--- src/rtl/mem_arbiter.sv ---
// Two-client block memory arbiter: serialises I-cache and D-cache block
// transactions onto one memory port with round-robin or data-first priority.
module mem_arbiter #(
    parameter int ADDR_W        = 28,
    parameter int DATA_W        = 128,
    parameter int PRIORITY_MODE = 0
) (
    input  logic              clk,
    input  logic              proc_reset,
    input  logic              req_read_I,
    input  logic              req_write_I,
    input  logic [ADDR_W-1:0] req_addr_I,
    input  logic [DATA_W-1:0] req_wdata_I,
    output logic [DATA_W-1:0] req_rdata_I,
    output logic              req_ready_I,
    input  logic              req_read_D,
    input  logic              req_write_D,
    input  logic [ADDR_W-1:0] req_addr_D,
    input  logic [DATA_W-1:0] req_wdata_D,
    output logic [DATA_W-1:0] req_rdata_D,
    output logic              req_ready_D,
    output logic              mem_read,
    output logic              mem_write,
    output logic [ADDR_W-1:0] mem_addr,
    output logic [DATA_W-1:0] mem_wdata,
    input  logic [DATA_W-1:0] mem_rdata,
    input  logic              mem_ready,
    output logic              grant_I,
    output logic              grant_D
);

    typedef enum logic [1:0] {
        IDLE    = 2'd0,
        GRANT_I = 2'd1,
        GRANT_D = 2'd2
    } state_t;

    state_t              state_r;
    state_t              state_next_s;
    logic                last_d_r;       // 1'b0: I-cache won last, 1'b1: D-cache won last
    logic                pend_i_s;
    logic                pend_d_s;
    logic                pick_d_s;
    logic                start_s;
    logic                sel_read_s;
    logic                sel_write_s;
    logic [ADDR_W-1:0]   sel_addr_s;
    logic [DATA_W-1:0]   sel_wdata_s;
    logic                mem_read_r;
    logic                mem_write_r;
    logic [ADDR_W-1:0]   mem_addr_r;
    logic [DATA_W-1:0]   mem_wdata_r;

    assign pend_i_s    = req_read_I | req_write_I;
    assign pend_d_s    = req_read_D | req_write_D;
    assign sel_read_s  = pick_d_s ? req_read_D  : req_read_I;
    assign sel_write_s = pick_d_s ? req_write_D : req_write_I;
    assign sel_addr_s  = pick_d_s ? req_addr_D  : req_addr_I;
    assign sel_wdata_s = pick_d_s ? req_wdata_D : req_wdata_I;

    // Winner selection and next-state logic
    always_comb begin
        pick_d_s     = 1'b0;
        start_s      = 1'b0;
        state_next_s = state_r;
        case (state_r)
            IDLE: begin
                if (pend_i_s && pend_d_s) begin
                    if (PRIORITY_MODE == 32'sd1) begin
                        pick_d_s = 1'b1;
                    end else begin
                        pick_d_s = ~last_d_r;
                    end
                end else begin
                    pick_d_s = pend_d_s;
                end
                if (pend_i_s || pend_d_s) begin
                    start_s      = 1'b1;
                    state_next_s = pick_d_s ? GRANT_D : GRANT_I;
                end else begin
                    state_next_s = IDLE;
                end
            end
            GRANT_I, GRANT_D: begin
                if (mem_ready) begin
                    state_next_s = IDLE;
                end else begin
                    state_next_s = state_r;
                end
            end
            default: begin
                state_next_s = IDLE;
            end
        endcase
    end

    // State, fairness pointer and memory-side request snapshot
    always_ff @(posedge clk) begin
        if (proc_reset) begin
            state_r     <= IDLE;
            last_d_r    <= 1'b0;
            mem_read_r  <= 1'b0;
            mem_write_r <= 1'b0;
            mem_addr_r  <= {ADDR_W{1'b0}};
            mem_wdata_r <= {DATA_W{1'b0}};
        end else begin
            state_r <= state_next_s;
            if (start_s) begin
                // write has precedence when a client raises both strobes
                mem_read_r  <= sel_read_s & ~sel_write_s;
                mem_write_r <= sel_write_s;
                mem_addr_r  <= sel_addr_s;
                mem_wdata_r <= sel_wdata_s;
                last_d_r    <= pick_d_s;
            end else if ((state_r != IDLE) && mem_ready) begin
                mem_read_r  <= 1'b0;
                mem_write_r <= 1'b0;
            end
        end
    end

    assign mem_read    = mem_read_r;
    assign mem_write   = mem_write_r;
    assign mem_addr    = mem_addr_r;
    assign mem_wdata   = mem_wdata_r;
    assign grant_I     = (state_r == GRANT_I);
    assign grant_D     = (state_r == GRANT_D);
    assign req_ready_I = (state_r == GRANT_I) & mem_ready;
    assign req_ready_D = (state_r == GRANT_D) & mem_ready;
    assign req_rdata_I = mem_rdata;
    assign req_rdata_D = mem_rdata;

endmodule

--- config.mk ---
export PLATFORM = sky130hd
export DESIGN_NAME = mem_arbiter
export DESIGN_NICKNAME = d
export VERILOG_FILES = /design/src/rtl/mem_arbiter.sv
export SDC_FILE = /design/constraint.sdc
export NUM_CORES = 1
export LEC_CHECK = 0
export ABC_AREA = 1
export BUFFER_PORTS_ARGS = -buffer_cell sky130_fd_sc_hd__buf_2
export CAP_MARGIN = 10
export CORE_AREA = 2 2 337 339
export CTS_BUF_LIST = sky130_fd_sc_hd__clkbuf_8
export CTS_CLUSTER_DIAMETER = 200
export DETAILED_ROUTE_END_ITERATION = 8
export DIE_AREA = 0 0 339 341
export HOLD_SLACK_MARGIN = 0.02
export PLACE_DENSITY = 0.3
export SLEW_MARGIN = 20
export SYNTH_ARGS = -nofsm -noshare
export SYNTH_HDL_FRONTEND = slang
export SYNTH_SLANG_ARGS = --single-unit
--- constraint.sdc ---
create_clock -name clk -period 3.61 [get_ports clk]
set_input_delay 0.5415 -clock clk [delete_from_list [all_inputs] [get_ports clk]]
set_output_delay 0.5415 -clock clk [all_outputs]
set_load 0.01 [all_outputs]
==> metrics.cfg, run 1 <==
[die]
dieArea_um2=115600
pin_count=865
die_x_um=339
num_rows=123
design.core.area_um2=111900
dieHeight_um=341
start_util_pct=8.280

[yosys]
yosysMostFrequentCell=buf_4
yosysSeqAreaShare_pct=34.79
synth_area_leaders=dfxtp_1 35%, buf_4 21%, o21ai_0 9.9%
yosys_warnings=0
synth_edf_count=0
yosys.area.top_type=dfxtp_1
synth-async-reset-ratio_pct=0
syn_inst=1322
ys.flop_type=dfxtp_1
yosys.area.top_type_share_pct=34.79
synth_cell_type_count=19
avgSynthCellArea_um2=7.007
netlist_area_um2=9264
synth_common_cells=261 x buf_4, 184 x o21ai_0, 166 x inv_1, 165 x nand2_1
syn-num-nets=1772
ys_ff_latch=161

[worst_setup_path]
arrival_ns=1.54
cp_top_family=flip-flops
cpMaxStageDelayCell=dfxtp_1
required_ns=3.07
slowest_delay_ns=0.38
crit_path_max_fanout=3
path_cells=inv_1 -> ha_1 -> nand2_1 -> inv_1 -> buf_2
path_buf_inv=3
start_kind=flip-flop
cp_common_cell=inv_1
endpoint_kind=output pin
path_class=flip-flop to output pin

[place]
io_buffers=480
place_area_um2=11540
post-place-cells=2985
gp_congestion=0.7284
hpwl_mm=37.75

[run]
max-cap-violations=0

[clock_tree]
htreeDepth=4
cts_tree=yes
ctsRootBufferMaster=clkbuf_8
post_cts_buffers=0
cts.sinks=161
cts_hold_buf=0
numCtsBuffers=17
clock_latency_ns=0.57
clock_path_buffers=2
clk_pin_slew_ns=0.12
post_cts_resized=0

[timing]
worst-slew-pin-transition_ns=0.5744
finalCriticalPeriod_ns=2.083
min_period_over_period_pct=57.70
relSlewSlack_pct=61.71
skew_ns=0.01795
finalSetupTns_ns=0
finalHoldViolations=0
max_freq_mhz=480.1
grt_setup_unrepaired=no
finalSetupViolations=0
slew_violations=0

[route]
antenna_left=0
wl_per_cell_um=15.78
drc=0
viasPerCell=2.893
vias=8747
routed_wl_mm=47.69
first_pass_iters=4
first_iter_violations=388

[min_path]
hp-class=input pin to flip-flop

[global_route]
met2_usage_pct=12.43
antenna_found_initial=7
grtUsageTotal_pct=8.027
grt_max_degree=95
busiest_layer=met2
grt_pass1_wl_mm=66.10
overflow=0
use_met1_pct=8.165
met3_usage_pct=5.576
grt_pass1_vias=8875

[layout]
fin_area_um2=11950
fill_cells=13230
nets=1954
drive_gt1_share_pct=35.86
area_growth_pct=29.02
final_cells=3023
seqCellArea_um2=3223
multi_input_area_um2=3119

[pwr]
p_leak_nw=5.724
power.density_nw_per_um2=787.0
ir_worst_vdd_mv=0.4777

[run_status]
status=finished, final reports clean

[state kept, by name, summed over array words and instances, names as in the netlist]
| name | cells |
|---|---|
| mem_addr | 28 |
| mem_wdata | 128 |
| state_r | 2 |
| last_d_r | 1 |
| mem_read | 1 |
| mem_write | 1 |
[cell type report]
class                           instances  area share [%]
Timing Repair Buffer                  504           22.44
Sequential cell                       161           26.97
Antenna cell                            6          0.1256
Clock buffer                           17           1.957
Tap cell                             1500           15.70
Clock inverter                         15           1.361
Inverter                              167           5.349
Multi-Input combinational cell        653           26.10
[final timing paths]
check                    from        endpoint  slack [ns]  cells after the start
min reg2reg          mem_read        mem_read        0.50                      2
max reg2reg        state_r[0]   mem_wdata[84]        1.54                      7
min          req_wdata_D[100]  mem_wdata[100]        0.24                      3
max                state_r[0]     req_ready_D        1.53                      5
[cells in the final DEF (no fill, tap or decap)]
master and instances:
a21oi_1 161, buf_12 8, buf_2 480, buf_4 16, clkbuf_8 17, clkinv_4 3, clkinv_8 2, clkinvlp_4 1
dfxtp_1 161, diode_2 6, ha_1 3, inv_1 165, inv_6 3, inv_8 8, nand2_1 165, nand2_2 2
nand2_8 1, nand3_1 2, nand3_4 1, nand4_1 1, nor2_1 1, o21ai_0 184, o21ai_1 130, o21ai_2 1
or2_2 1
[cell families (layout without fill, tap and decap cells)]
| kind of cell | count (synthesis) | after routing | share of synthesized area (%) |
|---|---|---|---|
| compound gates | 476 | 476 | 25.76 |
| simple gates | 174 | 174 | 7.280 |
| buf+inv | 508 | 703 | 31.77 |
| flops | 161 | 161 | 34.79 |
| other cells | 0 | 6 | 0 |
| fa+ha+maj | 3 | 3 | 0.4052 |
[worst reg2reg max path, cell delays in order, from the launching register on]
cell     delay, ns
dfxtp_1       0.34
inv_1         0.08
ha_1          0.30
nand2_2       0.17
inv_8         0.43
buf_12        0.38
o21ai_0       0.19
a21oi_1       0.13
[power breakdown]
part	internal (mW)	switching, mW	leakage, nW
registers	2.63	0.418	1.34
logic	1.64	3.22	4.18
clock network	0.524	0.974	0.200
total	4.79	4.61	5.72
[routing by layer]
layer  routed length (um)  vias up  share of wire (%)
met5                   92        -               0.19
met4                 1908        6                4.0
met3                 6700      116                 14
met2                21610      466                 45
met1                17380     3802                 36
li1                     -     4357                  -
[per-stage QoR]
step | setup WS (ns) | total power, mW | hold WS [ns] | utilization [%]
2_1_floorplan | 2.133 | 5.988 | 0.4451 | -
3_5_place_dp | 1.257 | 8.164 | 0.4815 | 10.32
5_1_grt | 1.260 | 10.39 | 0.1507 | 10.68
4_1_cts | 1.365 | 9.817 | 0.1020 | 10.67
3_3_place_gp | 1.266 | 8.222 | 0.4869 | 10.32
6_report | 1.527 | 9.407 | 0.2403 | 10.68
Note: power is estimated with default switching activity, not from simulation.
==> run 2: changes to the inputs <==
Settings changed: CORE_AREA 2 2 337 339 to 2 2 340 342, DIE_AREA 0 0 339 341 to 0 0 342 344.
Clock period 3.61 ns to 2 ns, I/O delays scaled along.
==> metrics.cfg, run 2 (synthesis results as in run 1) <==
[route]
viasPerCell=2.983  ; was 2.893
first_pass_iters=5  ; was 4
wl_per_cell_um=15.06  ; was 15.78 um
routed_wl_mm=49.93  ; was 47.69 mm
first_iter_violations=300  ; was 388
antenna_left=0  ; unchanged
drc=0  ; unchanged
vias=9887  ; was 8747

[pwr]
finalPower_mw=17.88  ; was 9.407 mW
ir_worst_vdd_mv=0.8858  ; was 0.4777 mV
p_leak_nw=6.939  ; was 5.724 nW
power.density_nw_per_um2=1208  ; was 787.0 nW/um2

[clock_tree]
clock_path_buffers=2  ; unchanged
htreeDepth=4  ; unchanged
cts_tree=yes  ; unchanged
numCtsBuffers=17  ; unchanged
clk_pin_slew_ns=0.10  ; was 0.12 ns
ctsRootBufferMaster=clkbuf_8  ; unchanged
clock_latency_ns=0.56  ; was 0.57 ns
post_cts_buffers=0  ; unchanged
cts.sinks=161  ; unchanged

[die]
die_x_um=342  ; was 339 um
dieHeight_um=344  ; was 341 um
design.core.area_um2=113900  ; was 111900 um2
dieArea_um2=117600  ; was 115600 um2
start_util_pct=8.135  ; was 8.280%
pin_count=865  ; unchanged
num_rows=124  ; was 123

[timing]
finalSetupViolations=0  ; unchanged
finalHoldViolations=0  ; unchanged
max_freq_mhz=538.9
relSlewSlack_pct=66.26  ; was 61.71%
skew_ns=0.01261  ; was 0.01795 ns
slew_violations=0  ; unchanged
worst-slew-pin-transition_ns=0.5061  ; was 0.5744 ns
finalCriticalPeriod_ns=1.856
min_period_over_period_pct=92.78
grt_setup_unrepaired=no  ; unchanged
finalSetupTns_ns=0  ; unchanged

[global_route]
grt_pass1_vias=9960  ; was 8875
grt_pass1_wl_mm=67.91  ; was 66.10 mm
grtUsageTotal_pct=8.033  ; was 8.027%
overflow=0  ; unchanged
antenna_found_initial=8  ; was 7
grt_max_degree=87  ; was 95

[min_path]
hp-class=input pin to flip-flop  ; unchanged

[worst_setup_path]
path_cells=inv_1 -> ha_1 -> nand3_4 -> buf_12 -> nand2_1 -> o21ai_1 -> a21oi_1  ; was inv_1 -> ha_1 -> nand2_1 -> inv_1 -> buf_2
arrival_ns=2.30  ; was 1.54 ns
slowest_delay_ns=0.37  ; was 0.38 ns
cpMaxStageDelayCell=dfxtp_1  ; unchanged
crit_path_max_fanout=86  ; was 3
endpoint_kind=flip-flop  ; was output pin
path_class=flip-flop to flip-flop  ; was flip-flop to output pin
required_ns=2.44  ; was 3.07 ns
start_kind=flip-flop  ; unchanged

[layout]
nets=2239  ; was 1954
layout_commonest_cell=buf_2  ; unchanged
area_growth_pct=59.76  ; was 29.02%
final_cell_mix=480 x buf_2, 266 x dlygate4sd3_1, 184 x o21ai_0, 167 x inv_1, 165 x nand2_1  ; was 480 x buf_2, 184 x o21ai_0, 165 x inv_1, 165 x nand2_1
drive_gt1_share_pct=31.09  ; was 35.86%
largest_register_ffs=128  ; unchanged

[run_status]
status=finished, final reports clean  ; unchanged

[place]
io_buffers=480  ; unchanged
hpwl_mm=37.57  ; was 37.75 mm
gp_congestion=0.7236  ; was 0.7284

[run]
max-cap-violations=0  ; unchanged

-- run 2: cell types whose count changed in the layout (fill, tap and decap cells not counted), moves of 2 or more --
cell,change
bufinv_16,+3
buf_12,+2
diode_2,-4
clkinv_2,+2
buf_4,+16
inv_8,-8
dlygate4sd3_1,+266
inv_1,+2
-- run 2: repair_timing --
| action | in CTS | in global routing |
|---|---|---|
| endpoints found under the setup margin | 0 | 3 |
| hold endpoints to repair | 154 | 0 |
| hold buffers | 266 | 0 |
| resized for setup | 0 | 2 |
-- run 2: worst paths after layout --
path                            cells past startpoint             to          start  slack, ns
worst max register to register                      7  mem_wdata[45]     state_r[0]       0.14
worst min register to register                      2       last_d_r       last_d_r       0.50
worst min-delay path                                3    mem_addr[3]  req_addr_D[3]       0.14
worst max-delay path                                7  mem_wdata[45]     state_r[0]       0.14
-- run 2: critical path: cells and delay by family (launching register included) --
kind,cells,cell delay (ns)
AO/OA/AOI/OAI,2,0.31
adder cells (fa/ha/maj),1,0.30
buffers and inverters,2,0.37
flip-flops,1,0.37
AND/OR/NAND/NOR,2,0.23
-- run 2: cell type report --
type | instances | area (um2)
diodes | 2 | 5.005
clock buffers | 17 | 234.0
clock inverters | 14 | 166.4
fillers | 13300 | 99080
inverters | 167 | 641.9
multi-input cells | 653 | 3124
flip-flops and latches | 161 | 3223
well taps | 1512 | 1892
repair buffers | 788 | 5505
repair inverters | 1 | 8.758
-- run 2: through the flow --
stage                     utilization (%)  cell area [um2]  instances  worst slack (ns)  hold WS, ns
after global routing                12.99            14800       3314          0.001073      0.08197
final                               13.00            14800       3315            0.1444       0.1436
after detailed placement            10.29            11710       3015            0.1746       0.4766
after CTS                           12.98            14780       3312           0.06789      0.02246
after global placement              10.29            11710       3015            0.1657       0.5008
after floorplan                         -             9264       1322            0.6333       0.3691
-- run 2: power by group --
part | leakage (nW) | internal, mW | switching, mW
Sequential | 1.34 | 4.74 | 0.729
Combinational | 5.39 | 3.60 | 6.01
Clock | 0.205 | 1.23 | 1.57
Total | 6.94 | 9.58 | 8.31
-- run 2: per-layer routing --
| layer | track usage (%) | share of wire [%] | up-vias |
|---|---|---|---|
| met3 | 4.734 | 12 | 145 |
| met1 | 8.724 | 39 | 4317 |
| met5 | 0.4808 | 0.086 | - |
| met4 | 4.139 | 3.9 | 8 |
| met2 | 12.28 | 45 | 494 |
| li1 | - | - | 4923 |
